## src/rtl/lcd_buffer_sched.sv

```systemverilog
// lcd_buffer_sched: 32x8 LCD character buffer with clear/copy engines and single-char writes sharing one write port
// clk, rst_n       : clock, synchronous active-low reset
// clr_req          : fill all cells with BLANK_CHAR (held until accepted)
// msg_req, msg_id, msg_line : copy 16-char ROM message into top (0) or bottom (1) line
// busy, done       : engine active, one-cycle completion pulse
// rom_addr, rom_data : synchronous message ROM port (data one cycle after address)
// chr_req, chr_pos, chr_data, chr_ready : single-character write, lowest priority
// rd_addr, rd_data : registered read port for the LCD controller
module lcd_buffer_sched #(
  parameter int MSG_ID_W = 4,
  parameter logic [7:0] BLANK_CHAR = 8'h20
) (
  input  logic                clk,
  input  logic                rst_n,
  input  logic                clr_req,
  input  logic                msg_req,
  input  logic [MSG_ID_W-1:0] msg_id,
  input  logic                msg_line,
  output logic                busy,
  output logic                done,
  output logic [MSG_ID_W+3:0] rom_addr,
  input  logic [7:0]          rom_data,
  input  logic                chr_req,
  input  logic [4:0]          chr_pos,
  input  logic [7:0]          chr_data,
  output logic                chr_ready,
  input  logic [4:0]          rd_addr,
  output logic [7:0]          rd_data
);
  localparam logic [2:0] S_IDLE  = 3'd0;
  localparam logic [2:0] S_CLEAR = 3'd1;
  localparam logic [2:0] S_FETCH = 3'd2;
  localparam logic [2:0] S_WRITE = 3'd3;
  localparam logic [2:0] S_DONE  = 3'd4;
  logic [2:0] state;
  logic [4:0] idx;
  logic [MSG_ID_W-1:0] id;
  logic line;
  logic [7:0] buffer [32];
  logic we;
  logic [4:0] wa;
  logic [7:0] wd;
  logic eng_wr;
  assign busy = state != S_IDLE;
  assign done = state == S_DONE;
  assign eng_wr = state == S_CLEAR || state == S_WRITE;
  assign chr_ready = !eng_wr;
  always_comb begin
    we = eng_wr || chr_req;
    wa = state == S_CLEAR ? idx : state == S_WRITE ? {line, idx[3:0]} : chr_pos;
    wd = state == S_CLEAR ? BLANK_CHAR : state == S_WRITE ? rom_data : chr_data;
  end
  always_ff @(posedge clk) begin
    if (!rst_n) begin
      state    <= S_IDLE;
      idx      <= '0;
      id       <= '0;
      line     <= 1'b0;
      rom_addr <= '0;
      rd_data  <= BLANK_CHAR;
      buffer   <= '{default: BLANK_CHAR};
    end else begin
      rd_data <= buffer[rd_addr];
      if (we) buffer[wa] <= wd;
      case (state)
        S_IDLE:
          if (clr_req) begin
            state <= S_CLEAR;
            idx   <= '0;
          end else if (msg_req) begin
            state    <= S_FETCH;
            idx      <= '0;
            id       <= msg_id;
            line     <= msg_line;
            rom_addr <= {msg_id, 4'd0};
          end
        S_CLEAR:
          if (idx == 5'd31) state <= S_DONE;
          else idx <= idx + 5'd1;
        S_FETCH: state <= S_WRITE;
        S_WRITE:
          if (idx == 5'd15) state <= S_DONE;
          else begin
            state    <= S_FETCH;
            idx      <= idx + 5'd1;
            // address the next char now so ROM data lands in the following S_WRITE
            rom_addr <= {id, idx[3:0] + 4'd1};
          end
        S_DONE: state <= S_IDLE;
        default: state <= S_IDLE;
      endcase
    end
  end
endmodule

```

## config.mk

```make
export PLATFORM = sky130hd
export DESIGN_NAME = lcd_buffer_sched
export DESIGN_NICKNAME = d
export VERILOG_FILES = /design/src/rtl/lcd_buffer_sched.sv
export SDC_FILE = /design/constraint.sdc
export NUM_CORES = 1
export LEC_CHECK = 0
export ABC_CLOCK_PERIOD_IN_PS = 2700
export CAP_MARGIN = 30
export CORE_MARGIN = 4
export CORE_UTILIZATION = 62
export CTS_CLUSTER_DIAMETER = 150
export CTS_CLUSTER_SIZE = 30
export DETAILED_ROUTE_END_ITERATION = 7
export PLACE_DENSITY = 0.78
export SYNTH_ARGS = -nofsm -noshare
export SYNTH_HDL_FRONTEND = slang
export SYNTH_SLANG_ARGS = --single-unit
```

## constraint.sdc

```tcl
create_clock -name clk -period 2.7 [get_ports clk]
set_input_delay 0.27 -clock clk [delete_from_list [all_inputs] [get_ports clk]]
set_output_delay 0.27 -clock clk [all_outputs]
set_load 0.02 [all_outputs]
```

Word-level counts from Yosys, hierarchy flattened
Cells that the tools add are included.
{"block": "word_totals", "input_bits": 36, "elab_cells": 94, "output_inout_bits": 19, "reg_bits": 285}
{"block": "classes", "reduce_logical": 12, "n_lt_le_gt_ge": 3, "n_addsub": 2, "mux": 24, "bitwise_logic": 3, "eq_ne": 12}
{"op": "$bwmux W256", "count": 1}
{"op": "$mux W8", "count": 8}
{"op": "$bmux W8 S5", "count": 1}
{"op": "$demux W8 S5", "count": 1}
{"op": "$mux W5", "count": 6}
{"op": "$pmux W8 S2", "count": 1}
{"op": "$pmux W5 S3", "count": 1}
{"op": "$ge A6 B6 Y1 const B", "count": 2}
{"op": "$mux W3", "count": 4}
{"op": "$not A5 Y6", "count": 2}
{"op": "$pmux W3 S4", "count": 1}
{"op": "$ne A2 B2 Y1 const B", "count": 4}
{"op": "$reduce_and A4 Y1", "count": 2}
{"op": "$eq A3 B2 Y1 const B", "count": 2}
{"op": "$lt A6 B1 Y1 const B", "count": 1}
{"op": "$reduce_bool A3 Y1", "count": 2}
{"op": "$add A5 B1 Y5 const B", "count": 1}
{"op": "$eq A5 B4 Y1 const B", "count": 1}
{"op": "$eq A5 B5 Y1 const B", "count": 1}
{"op": "$add A4 B1 Y4 const B", "count": 1}
{"op": "$eq A3 B1 Y1 const B", "count": 1}
{"op": "$eq A3 B3 Y1 const B", "count": 1}
{"op": "$logic_not A3 Y1", "count": 1}
{"op": "$ne A3 B3 Y1 const B", "count": 1}
{"op": "8 further kinds", "count": 9}

Depth between registers and ports, before layout
Gate-level depths: netlist of run 1.
{"block": "logic_depth", "word_depth": 9, "mapped_depth": 10, "depth_no_buf": 7}

Least setup slack after synthesis of run 1
No wires, ideal clock.
{"block": "synth_path", "path_type": "register to register", "start": "register state[0]", "end": "register buffer[117] (netlist name)", "arrival_ns": 1.932, "t_required_ns": 2.559, "path_stages_with_launch": 10, "path_slack_ns": 0.627, "setup_ns": 0.141, "cell_sequence": "dfxtp_1 -> buf_4 -> and2b_1 -> buf_4 -> inv_6 -> mux2_2 -> buf_6 -> buf_2 -> o41ai_1 -> o211ai_1"}
{"block": "synth_via", "elab_chain_len": 9, "word_cells_on_any_way": 15, "cone_classes": "2 x order compare; 2 x eq/ne; 7 x mux; 1 x bitwise; 3 x reduce/logical"}
{"element": "start, declared", "line_no": "35", "source": "logic [2:0] state;"}
{"element": "start signal, assigned", "line_no": "55", "source": "state <= S_IDLE;"}
{"element": "start signal, assigned", "line_no": "68", "source": "state <= S_CLEAR;"}
{"element": "start signal, assigned", "line_no": "71", "source": "state <= S_FETCH;"}
{"element": "$eq A3 B2 Y1", "line_no": "46, 50, 51"}
{"element": "$mux W5 (2 in series)", "line_no": "50", "source": "wa = state == S_CLEAR ? idx : state == S_WRITE ? {line, idx[3:0]} : chr_pos;"}
{"element": "$not A5 Y6 (implied by the code)", "line_no": "64", "source": "if (we) buffer[wa] <= wd;"}
{"element": "$ge A6 B6 Y1 (implied by the code) / $lt A6 B1 Y1 (equally long branches)", "line_no": "64"}
{"element": "$logic_and A1 B1 Y1 (implied by the code)", "line_no": "64"}
{"element": "$mux W8 (implied by the code)", "line_no": "64"}
{"element": "$demux W8 S5", "line_no": "64"}
{"element": "$bwmux W256", "line_no": "64"}
{"element": "end signal, assigned by index", "line_no": "64"}
{"element": "end, declared", "line_no": "39", "source": "logic [7:0] buffer [32];"}
Parallel ways exist; a longest one is shown, timed or not.
A chain may end at the register's enable or synchronous reset.

Worst setup path after layout of run 1
{"block": "layout_path", "start": "register state[0]", "end": "output chr_ready"}
{"block": "layout_via", "elab_chain_len": 3, "word_cells_on_any_way": 4, "cone_classes": "2 x eq/ne; 2 x reduce/logical"}
{"element": "$eq A3 B1 Y1 / $eq A3 B2 Y1 (equally long branches)", "line_no": "46", "source": "assign eng_wr = state == S_CLEAR || state == S_WRITE;"}
{"element": "$logic_or A1 B1 Y1 (*)", "line_no": "46"}
{"element": "$logic_not A1 Y1 (*)", "line_no": "47", "source": "assign chr_ready = !eng_wr;"}
{"element": "end, declared", "line_no": "26", "source": "output logic chr_ready,"}
Mark *: on every way between the ends. The rest lies on a longest branch, timed or not.

==> out/qor.yml, run 1 <==
synthesis:
  syn_avg_cell_area_um2: 10.9
  yosysSeqAreaShare_pct: 38.8
  synth_area_um2: 14700
  syn_nets: 1390
  synth_top_area_share_pct: 38.8
  yosys.area.top_type: "dfxtp_1"
  yosys_warnings: 0
  synth_area_leaders: "dfxtp_1, a41oi_1, a211oi_1"
  syn_inst: 1351
  ys_ff_latch: 285
  yosysMostFrequentCell: "dfxtp_1"
  synth_ff_type: "dfxtp_1"
  ys_top_cells_by_count: "dfxtp_1, a211oi_1, a41oi_1"
  synth_edf_count: 0
  ys_types: 53
  async_flop_share_pct: 0
sta:
  setup_tns_ns: 0
  fin_worst_skew_ns: 0.0245
  max_freq_ghz: 0.399
  slew_headroom_pct: 40.8
  slew_viol_final: 0
  hold_viol: 0
  finalCriticalPeriod_ns: 2.51
  tightest_slew_ns: 0.881
  rsz0062_at_grt: "no"
  setup_viol: 0
  fin_crit_sh_pct: 92.9
setup_path:
  crit_type: "reg2out"
  critical_path.max_stage_delay_ns: 0.67
  crit_required_ns: 2.43
  startpoint_type: "register"
  cp.arrival_ns: 2.24
  cp-end-kind: "output port"
  crit_path_max_fanout: 21
  critical_path.slowest_cell: "clkdlybuf4s50_1"
  reg2reg_depth: 4
  path_cells: "and2b_2 -> inv_6 -> buf_6 -> clkdlybuf4s50_1"
die:
  std_cell_rows: 56
  fp.coreArea_um2: 23400
  initial_core_util_pct: 62.8
  die_h_um: 162
  fp.dieW_um: 162
  pin_count: 55
  dieArea_um2: 26200
route:
  drt_iter0_drc: 1808
  dr.pass1.iters: 5
  wirelength_um: 41800
  vias: 12558
  vias_per_cell: 7.87
  ant_nets: 0
  wire_per_inst_um: 26.2
  drc_errors: 0
finish:
  area.growth.synth_to_final_pct: 7.55
  final_area_um2: 15800
  postLayoutCoreUtil_pct: 67.5
  num_antenna_cells: 0
  layout-drive-gt1-share_pct: 18.6
  final_net_count: 1317
global_routing:
  antenna_found_initial: 0
  use_met2_pct: 47.3
  first_global_vias: 12105
  gr-total-overflow: 0
  grt_util_all_layers_pct: 31.3
  grt_use_met1_pct: 46.2
  grt-busiest-layer: "met2"
  met3_usage_pct: 5.38
  grt_pass1_wl_um: 68400
  grt_start_max_net_pins: 119
place:
  numPortBuffers: 54
  finalWeightedCongestion: 0.858
  place_area_um2: 15400
  dp_hpwl_um: 24700
clock_network:
  cts_htree_levels: 1
  ctsHoldBuffers: 0
  cts_tree: "built"
  cts_sinks: 285
  cts_made_buffers: 13
  clk_latency_ns: 0.51
  clock_path_buffers: 3
  path_clk_slew_ns: 0.12
  root_buffer: "clkbuf_16"
min_path:
  hold_path_depth: 3
  hp-class: "in2reg"
power_and_ir_drop:
  powerDensity_nw_per_um2: 597
  cellLeakagePower_nw: 4.52
  irDropWorstVdd_mv: 0.427
job:
  maxCapViolations: 0
status:
  status: "finished, final reports clean"
final timing paths:
path | from | end | slack (ns)
max | state[0]$_SDFFE_PN0P_ | chr_ready | 0.19
max reg2reg | idx[3]$_SDFFE_PN0P_ | buffer[33]$_SDFFE_PN0P_ | 0.20
min | msg_id[1] | rom_addr[5]$_SDFFE_PN0P_ | 0.37
min reg2reg | rom_addr[3]$_SDFFE_PN0P_ | rom_addr[3]$_SDFFE_PN0P_ | 0.46
layer usage:
metal,part of all wire [%],wire length (um)
met5,0,0
met2,47,19500
met4,2.5,1040
met3,9.7,4040
met1,41,17200
final cells by class:
cell class,count,area (um2)
multi-input cells,839,7960
inverters,6,32.5
clock inverters,1,16.3
well taps,319,399
clock buffers,13,325
fillers,1804,7600
repair buffers,133,1360
flip-flops and latches,285,5710
flip-flops by register name, indices dropped and copies added (netlist names):
name and flops:
buffer 256, rd_data 8, rom_addr 8, idx 5
id 4, state 3, line 1
cell families (layout without fill, tap and decap cells):
group                    count (synthesis)  count (layout)  share of synthesized area (%)
AO/OA/AOI/OAI                          583             583                           31.9
XOR/XNOR                                 2               2                          0.119
adder cells (fa/ha/maj)                  3               3                          0.256
buffers and inverters                  227             153                           7.63
flip-flops                             285             285                           38.8
multiplexers                           112             112                           13.0
AND/OR/NAND/NOR                        139             139                           8.28
worst max-delay path, delay by kind of cell (launching register included):
family / cells / cell delay, ns
buffers and inverters: 3 / 1.05
DFF: 1 / 0.39
and+or+nand+nor: 1 / 0.30
where the power goes:
| group | leakage (nW) | internal, W | switching, W |
|---|---|---|---|
| Combinational | 2.04 | 0.000824 | 0.00188 |
| Sequential | 2.31 | 0.00437 | 0.0000988 |
| Clock | 0.167 | 0.000896 | 0.00137 |
| Total | 4.52 | 0.00609 | 0.00334 |
per-stage QoR:
stage	std cells	total power [W]	hold slack, ns	worst slack [ns]
final	1596	0.00943	0.368	0.193
after global routing	1596	0.00975	0.387	0.0784
after CTS	1596	0.00936	0.358	0.0482
after detailed placement	1582	0.00718	0.449	0.198
after global placement	1582	0.00715	0.441	0.249
after floorplan	1351	0.00641	0.414	0.627
placed cells by master, fill, tap and decap left out, drive strengths merged, types with 5 or more instances in the layout:
cell type / count
nand2b: 5
clkbuf: 13
o211ai: 32
inv: 7
nand2: 18
dfxtp: 285
buf: 82
o41ai: 33
o221ai: 7
o21ai: 5
nor2: 18
nand4: 32
nor4: 32
a41oi: 224
a22oi: 21
mux2i: 34
mux2: 22
a211oi: 225
a21oi: 15
a31oi: 8
or2: 9
clkdlybuf4s50: 51
mux4: 56
timing repair:
action | CTS | global route
resized for setup | 0 | 3
setup endpoints to repair | 0 | 41
setup buffers | 0 | 0
(Power assumes the default switching activity.)
==> inputs of run 2 (changes only) <==
CTS_CLUSTER_SIZE = not set   (was 30)
SLEW_MARGIN = 20   (was not set)
==> run 2 against run 1 <==
First-iteration DRC count rose by 8.5%. Worst setup slack got worse by 0.051 ns. Via count rose by 1.3%.
==> out/qor.yml, run 2 (same netlist as run 1, synthesis figures left out) <==
status:
  status: "finished, final reports clean"  # unchanged
die:
  fp.dieW_um: 162  # unchanged
  fp.coreArea_um2: 23400  # unchanged
  dieArea_um2: 26200  # unchanged
  pin_count: 55  # unchanged
  die_h_um: 162  # unchanged
  initial_core_util_pct: 62.8  # unchanged
  std_cell_rows: 56  # unchanged
global_routing:
  grt_util_all_layers_pct: 32.0  # was 31.3%
  grt_pass1_wl_um: 69800  # was 68,400 um
  gr-total-overflow: 0  # unchanged
  antenna_found_initial: 0  # unchanged
  first_global_vias: 12375  # was 12,105
  grt_start_max_net_pins: 119  # unchanged
setup_path:
  critical_path_buf_inv_count: 3  # unchanged
  reg2reg_slack_ns: 0.23  # was 0.20 ns
  critical_path.max_stage_delay_ns: 0.67  # about the same
  path_cells: "and2b_2 -> inv_6 -> buf_6 -> clkdlybuf4s50_1"  # unchanged
  crit_type: "reg2out"  # unchanged
  reg2reg_from: "state[0]$_SDFFE_PN0P_"  # was idx[3]$_SDFFE_PN0P_
  cp-end-kind: "output port"  # unchanged
  crit_family: "buffers and inverters"  # unchanged
  crit_required_ns: 2.43  # about the same
  startpoint_type: "register"  # unchanged
  crit_path_start: "state[0]$_SDFFE_PN0P_"  # unchanged
  critical_path.slowest_cell: "clkdlybuf4s50_1"  # unchanged
  cp.arrival_ns: 2.29  # was 2.24 ns
  crit_path_max_fanout: 21  # unchanged
sta:
  slew_viol_final: 0  # unchanged
  tightest_slew_ns: 0.770  # was 0.881 ns
  fin_crit_sh_pct: 94.8  # was 92.9%
  rsz0062_at_grt: "no"  # unchanged
  slew_headroom_pct: 47.9  # was 40.8%
  setup_viol: 0  # unchanged
  max_freq_ghz: 0.391  # was 0.399 GHz
  finalCriticalPeriod_ns: 2.56  # was 2.51 ns
  fin_worst_skew_ns: 0.0116  # was 0.0245 ns
  setup_tns_ns: 0  # unchanged
  hold_viol: 0  # unchanged
route:
  dr.pass1.iters: 6  # was 5
  drc_errors: 0  # unchanged
  vias_per_cell: 7.77  # was 7.87
  drt_iter0_drc: 1962  # was 1,808
  vias: 12715  # was 12,558
  wirelength_um: 42800  # was 41,800 um
  wire_per_inst_um: 26.1  # was 26.2 um
  ant_nets: 0  # unchanged
finish:
  final_common_cell: "dfxtp_1"  # unchanged
  layout-drive-gt1-share_pct: 20.9  # was 18.6%
  seqCellArea_um2: 5710  # unchanged
  fill_cells: 1691  # was 1,804
  num_antenna_cells: 0  # unchanged
  top_register: "buffer"  # unchanged
  biggestRegsByFlops: "buffer (256), rd_data (8), rom_addr (8)"  # unchanged
  final_cell_mix: "dfxtp_1, a211oi_1, a41oi_1, buf_4, mux4_2"  # unchanged
  multiInputGateArea_um2: 7970  # was 7960 um2
  largest_reg_flops: 256  # unchanged
  area.growth.synth_to_final_pct: 12.9  # was 7.55%
  postLayoutCoreUtil_pct: 70.8  # was 67.5%
  final_net_count: 1334  # was 1,317
power_and_ir_drop:
  sw_frac_of_total_pct: 31.7  # was 35.5%
  irDropWorstVdd_mv: 0.620  # was 0.427 mV
  p_total_w: 0.0118  # was 0.00943 W
  cellLeakagePower_nw: 4.91  # was 4.52 nW
  power_frac_clock_pct: 39.2  # was 24.0%
  seqPwrFrac_pct: 37.8  # was 47.4%
  power_switching_w: 0.00374  # was 0.00334 W
  combPwrFrac_pct: 23.0  # was 28.6%
  p_int_w: 0.00806  # was 0.00609 W
  powerDensity_nw_per_um2: 712  # was 597 nW/um2
clock_network:
  cts_tree: "built"  # unchanged
  cts_htree_levels: 1  # unchanged
  cts_sinks: 285  # unchanged
  clk_latency_ns: 0.56  # was 0.51 ns
  cts_made_buffers: 30  # was 13
  clock_path_buffers: 3  # unchanged
  post_cts_resized: 0  # unchanged
  path_clk_slew_ns: 0.06  # was 0.12 ns
  ctsHoldBuffers: 0  # unchanged
  root_buffer: "clkbuf_16"  # unchanged
  post-cts-setup-buffers: 0  # unchanged
place:
  numPortBuffers: 54  # unchanged
  finalWeightedCongestion: 0.858  # unchanged
  dp_hpwl_um: 24700  # unchanged
min_path:
  hp-class: "in2reg"  # unchanged
  min_from: "msg_id[1]"  # unchanged
job:
  maxCapViolations: 0  # unchanged
## run 2: cell types whose count changed in the layout (fill, tap and decap cells not counted), sizes merged
cell,before,now
bufinv,0,6
clkbuf,13,41
clkinv,0,8
inv,7,6
## run 2: routing by layer
layer	vias to the layer above	routed length, um	part of all wire (%)	global-route usage, %
met5	-	0	0	0
met4	0	1170	2.7	10.8
met3	93	3940	9.2	5.99
met2	741	19800	46	48.4
met1	6302	17900	42	46.6
li1	5579	-	-	-
## run 2: final cells by class
cell class	count	share of cell area, %
Sequential cell	285	34.4
Tap cell	319	2.41
Clock buffer	41	5.39
Multi-Input combinational cell	839	48.0
Timing Repair Buffer	133	8.22
Inverter	6	0.196
Clock inverter	14	1.33
## run 2: power groups by stage
| stage | combinational [W] | sequential (W) | clock [W] |
|---|---|---|---|
| 2_1_floorplan | 0.00187 | 0.00454 | 0 |
| 3_3_place_gp | 0.00260 | 0.00455 | 0 |
| 3_5_place_dp | 0.00262 | 0.00455 | 0 |
| 4_1_cts | 0.00264 | 0.00447 | 0.00463 |
| 5_1_grt | 0.00285 | 0.00448 | 0.00482 |
| 6_report | 0.00271 | 0.00447 | 0.00462 |
## run 2: path summary, 6_finish.rpt
kind	endpoint	depth (start not counted)
min reg2reg	rom_addr[3]$_SDFFE_PN0P_	2
max	chr_ready	4
min	rom_addr[5]$_SDFFE_PN0P_	3
max reg2reg	buffer[250]$_SDFFE_PN0P_	7
## run 2: through the flow
stage	instance area [um2]	cells	hold slack (ns)	setup slack, ns
after detailed placement	15400	1582	0.449	0.198
after global placement	15400	1582	0.441	0.249
after global routing	16600	1637	0.343	0.0424
final	16600	1637	0.327	0.141
after floorplan	14700	1351	0.414	0.627
after CTS	16600	1637	0.307	0.000797
## run 2: worst reg2reg max path: stages (launching register included)
cell and delay (ns):
dfxtp_1 0.37, and2b_2 0.30, inv_6 0.11, buf_6 0.28, mux2i_4 0.50, buf_12 0.35
a41oi_1 0.20, a211oi_1 0.27
==> inputs of run 3 (changes only) <==
REMOVE_ABC_BUFFERS = 1   (was not set)
==> run 3 against run 2 <==
Count of clock-buffer cells in the layout up 7. Largest cell class unchanged. Clock power down 11%. Design area down 0.41%. Via count up 1.3%. Register-to-register slack worse by 0.06 ns. Worst setup slack better by 0.027 ns. Routed wire length up 1.8%. Non-clock buffer count unchanged. Largest power group is now sequential cells.
==> out/qor.yml, run 3 (same netlist as run 1, synthesis figures left out) <==
finish:
  final_common_cell: "dfxtp_1"  # unchanged
  top_register: "buffer"  # unchanged
  largest_reg_flops: 256  # unchanged
  final_cell_mix: "dfxtp_1, a211oi_1, a41oi_1, buf_4, mux4_2"  # unchanged
  biggestRegsByFlops: "buffer (256), rd_data (8), rom_addr (8)"  # unchanged
  area.growth.synth_to_final_pct: 12.4  # was 12.9%
  num_antenna_cells: 0  # unchanged
  final_cells: 1639  # was 1,637
  final_net_count: 1336  # was 1,334
  layout-drive-gt1-share_pct: 20.7  # was 20.9%
setup_path:
  crit_type: "reg2reg"  # was reg2out
  crit_path_max_fanout: 25  # was 21
  reg2reg_slack_ns: 0.17  # was 0.23 ns
  cp.depth: 5  # was 4
  cp-end-kind: "register"  # was output port
  startpoint_type: "register"  # unchanged
  path_cells: "and2b_1 -> buf_4 -> mux2_8 -> nor4_4 -> a211oi_1"  # was and2b_2 -> inv_6 -> buf_6 -> clkdlybuf4s50_1
  critical_path.max_stage_delay_ns: 0.62  # was 0.67 ns
  critical_path.slowest_cell: "nor4_4"  # was clkdlybuf4s50_1
  crit_family: "simple AND/OR/NAND/NOR gates"  # was buffers and inverters
  crit_required_ns: 3.10  # was 2.43 ns
  endpoint: "buffer[234]$_SDFFE_PN0P_"  # was chr_ready
  critical_path_buf_inv_count: 1  # was 3
  rr_endpoint: "buffer[234]$_SDFFE_PN0P_"  # was buffer[250]$_SDFFE_PN0P_
  cp.arrival_ns: 2.93  # was 2.29 ns
  reg2reg_from: "state[0]$_SDFFE_PN0P_"  # unchanged
  crit_path_start: "state[0]$_SDFFE_PN0P_"  # unchanged
  reg2reg_depth: 5  # was 7
sta:
  rsz0062_at_grt: "no"  # unchanged
  fin_crit_sh_pct: 93.8  # was 94.8%
  slew_headroom_pct: 38.9  # was 47.9%
  fin_worst_skew_ns: 0.0101  # was 0.0116 ns
  layout_setup_ws_ns: 0.169  # was 0.141 ns
  slew_viol_final: 0  # unchanged
  finalCriticalPeriod_ns: 2.53  # was 2.56 ns
  hold_viol: 0  # unchanged
  tightest_slew_ns: 0.916  # was 0.770 ns
  setup_viol: 0  # unchanged
  max_freq_ghz: 0.395  # was 0.391 GHz
power_and_ir_drop:
  irDropWorstVdd_mv: 0.505  # was 0.620 mV
  powerDensity_nw_per_um2: 687  # was 712 nW/um2
  cellLeakagePower_nw: 4.87  # was 4.91 nW
clock_network:
  root_buffer: "clkbuf_16"  # unchanged
  path_clk_slew_ns: 0.06  # about the same
  cts_tree: "built"  # unchanged
  cts_sinks: 285  # unchanged
  cts_htree_levels: 1  # unchanged
  clock_path_buffers: 3  # unchanged
  clk_latency_ns: 0.56  # about the same
  cts_made_buffers: 30  # unchanged
  post-cts-setup-buffers: 0  # unchanged
die:
  fp.dieW_um: 162  # unchanged
  initial_core_util_pct: 62.8  # unchanged
  fp.coreArea_um2: 23400  # unchanged
  pin_count: 55  # unchanged
  std_cell_rows: 56  # unchanged
  dieArea_um2: 26200  # unchanged
  die_h_um: 162  # unchanged
route:
  wirelength_um: 43500  # was 42,800 um
  dr.pass1.iters: 5  # was 6
  vias_per_cell: 7.86  # was 7.77
  drt_iter0_drc: 1877  # was 1,962
  vias: 12883  # was 12,715
  drc_errors: 0  # unchanged
  wire_per_inst_um: 26.6  # was 26.1 um
  ant_nets: 0  # unchanged
global_routing:
  grt_util_all_layers_pct: 32.0  # about the same
  antenna_found_initial: 1  # was 0
  grt_pass1_wl_um: 69700  # was 69,800 um
  gr-total-overflow: 0  # unchanged
  grt_start_max_net_pins: 92  # was 119
  first_global_vias: 12437  # was 12,375
status:
  status: "finished, final reports clean"  # unchanged
job:
  maxCapViolations: 0  # unchanged
place:
  dp_hpwl_um: 24400  # was 24,700 um
  numPortBuffers: 54  # unchanged
  dp_cells: 1582  # unchanged
  finalWeightedCongestion: 0.848  # was 0.858
  place_ws_ns: 0.124  # was 0.198 ns
min_path:
  hp-class: "in2reg"  # unchanged
  hold_path_depth: 3  # unchanged
run 3: cell count changes in the layout (fill, tap and decap cells not counted), sizes merged:
| cell | before | now |
|---|---|---|
| clkinv | 8 | 5 |
| clkinvlp | 0 | 2 |
| mux2 | 22 | 24 |
| bufinv | 6 | 0 |
| clkdlybuf4s50 | 51 | 50 |
| dlymetal6s2s | 0 | 1 |
| clkbuf | 41 | 48 |
run 3: metrics by stage:
stage / hold slack (ns) / total power (W) / utilization, % / setup TNS (ns) / area [um2]
detailed placement: 0.448 / 0.00719 / 66.2 / 0 / 15500
global route: 0.348 / 0.0117 / 70.6 / 0 / 16500
global placement: 0.444 / 0.00716 / 66.2 / 0 / 15500
floorplan: 0.336 / 0.00602 / - / -1217.40 / 13600
finish: 0.327 / 0.0113 / 70.6 / 0 / 16500
CTS: 0.312 / 0.0113 / 70.4 / 0 / 16500
run 3: power by group:
| part | internal (W) | switching [W] |
|---|---|---|
| clock | 0.00239 | 0.00172 |
| combinational | 0.000848 | 0.00191 |
| sequential | 0.00437 | 0.000103 |
| total | 0.00761 | 0.00373 |
run 3: worst register-to-register path, stage by stage, from the launching register on:
cell and delay, ns:
dfxtp_1 0.44, and2b_1 0.33, buf_4 0.24, mux2_8 0.54
nor4_4 0.64, a211oi_1 0.19
run 3: repair_timing:
action,4_1_cts,5_1_grt
setup endpoints to repair,1,30
resized for setup,1,1
gates cloned,0,2
hold buffers,0,0
run 3: worst min-delay path by stage:
stage / from / to / slack [ns]
4_1_cts: msg_id[0] / rom_addr[4]$_SDFFE_PN0P_ / 0.31
5_1_grt: msg_line / line$_SDFFE_PN0P_ / 0.35
6_report: msg_id[0] / rom_addr[4]$_SDFFE_PN0P_ / 0.33
3_5_place_dp: rom_addr[1]$_SDFFE_PN0P_ / rom_addr[1]$_SDFFE_PN0P_ / 0.45
3_3_place_gp: rom_addr[0]$_SDFFE_PN0P_ / rom_addr[0]$_SDFFE_PN0P_ / 0.44
2_1_floorplan: rst_n / rd_data[5]$_SDFF_PN1_ / 0.34
run 3: area by class of cell:
| class | instances | area (um2) |
|---|---|---|
| Clock buffer | 48 | 950 |
| Clock inverter | 7 | 40.0 |
| Fill cell | 1696 | 6890 |
| Inverter | 6 | 32.5 |
| Multi-Input combinational cell | 841 | 7980 |
| Sequential cell | 285 | 5710 |
| Tap cell | 319 | 399 |
| Timing Repair Buffer | 133 | 1400 |
run 3: metal layers:
| layer | routed length (um) | vias up | GRT usage, % | share of wire, % |
|---|---|---|---|---|
| li1 | - | 5615 | - | - |
| met1 | 17800 | 6344 | 46.0 | 41 |
| met2 | 20400 | 829 | 50.9 | 47 |
| met3 | 4280 | 93 | 4.36 | 9.8 |
| met4 | 1020 | 2 | 9.27 | 2.4 |
| met5 | 7 | - | 0 | 0.016 |
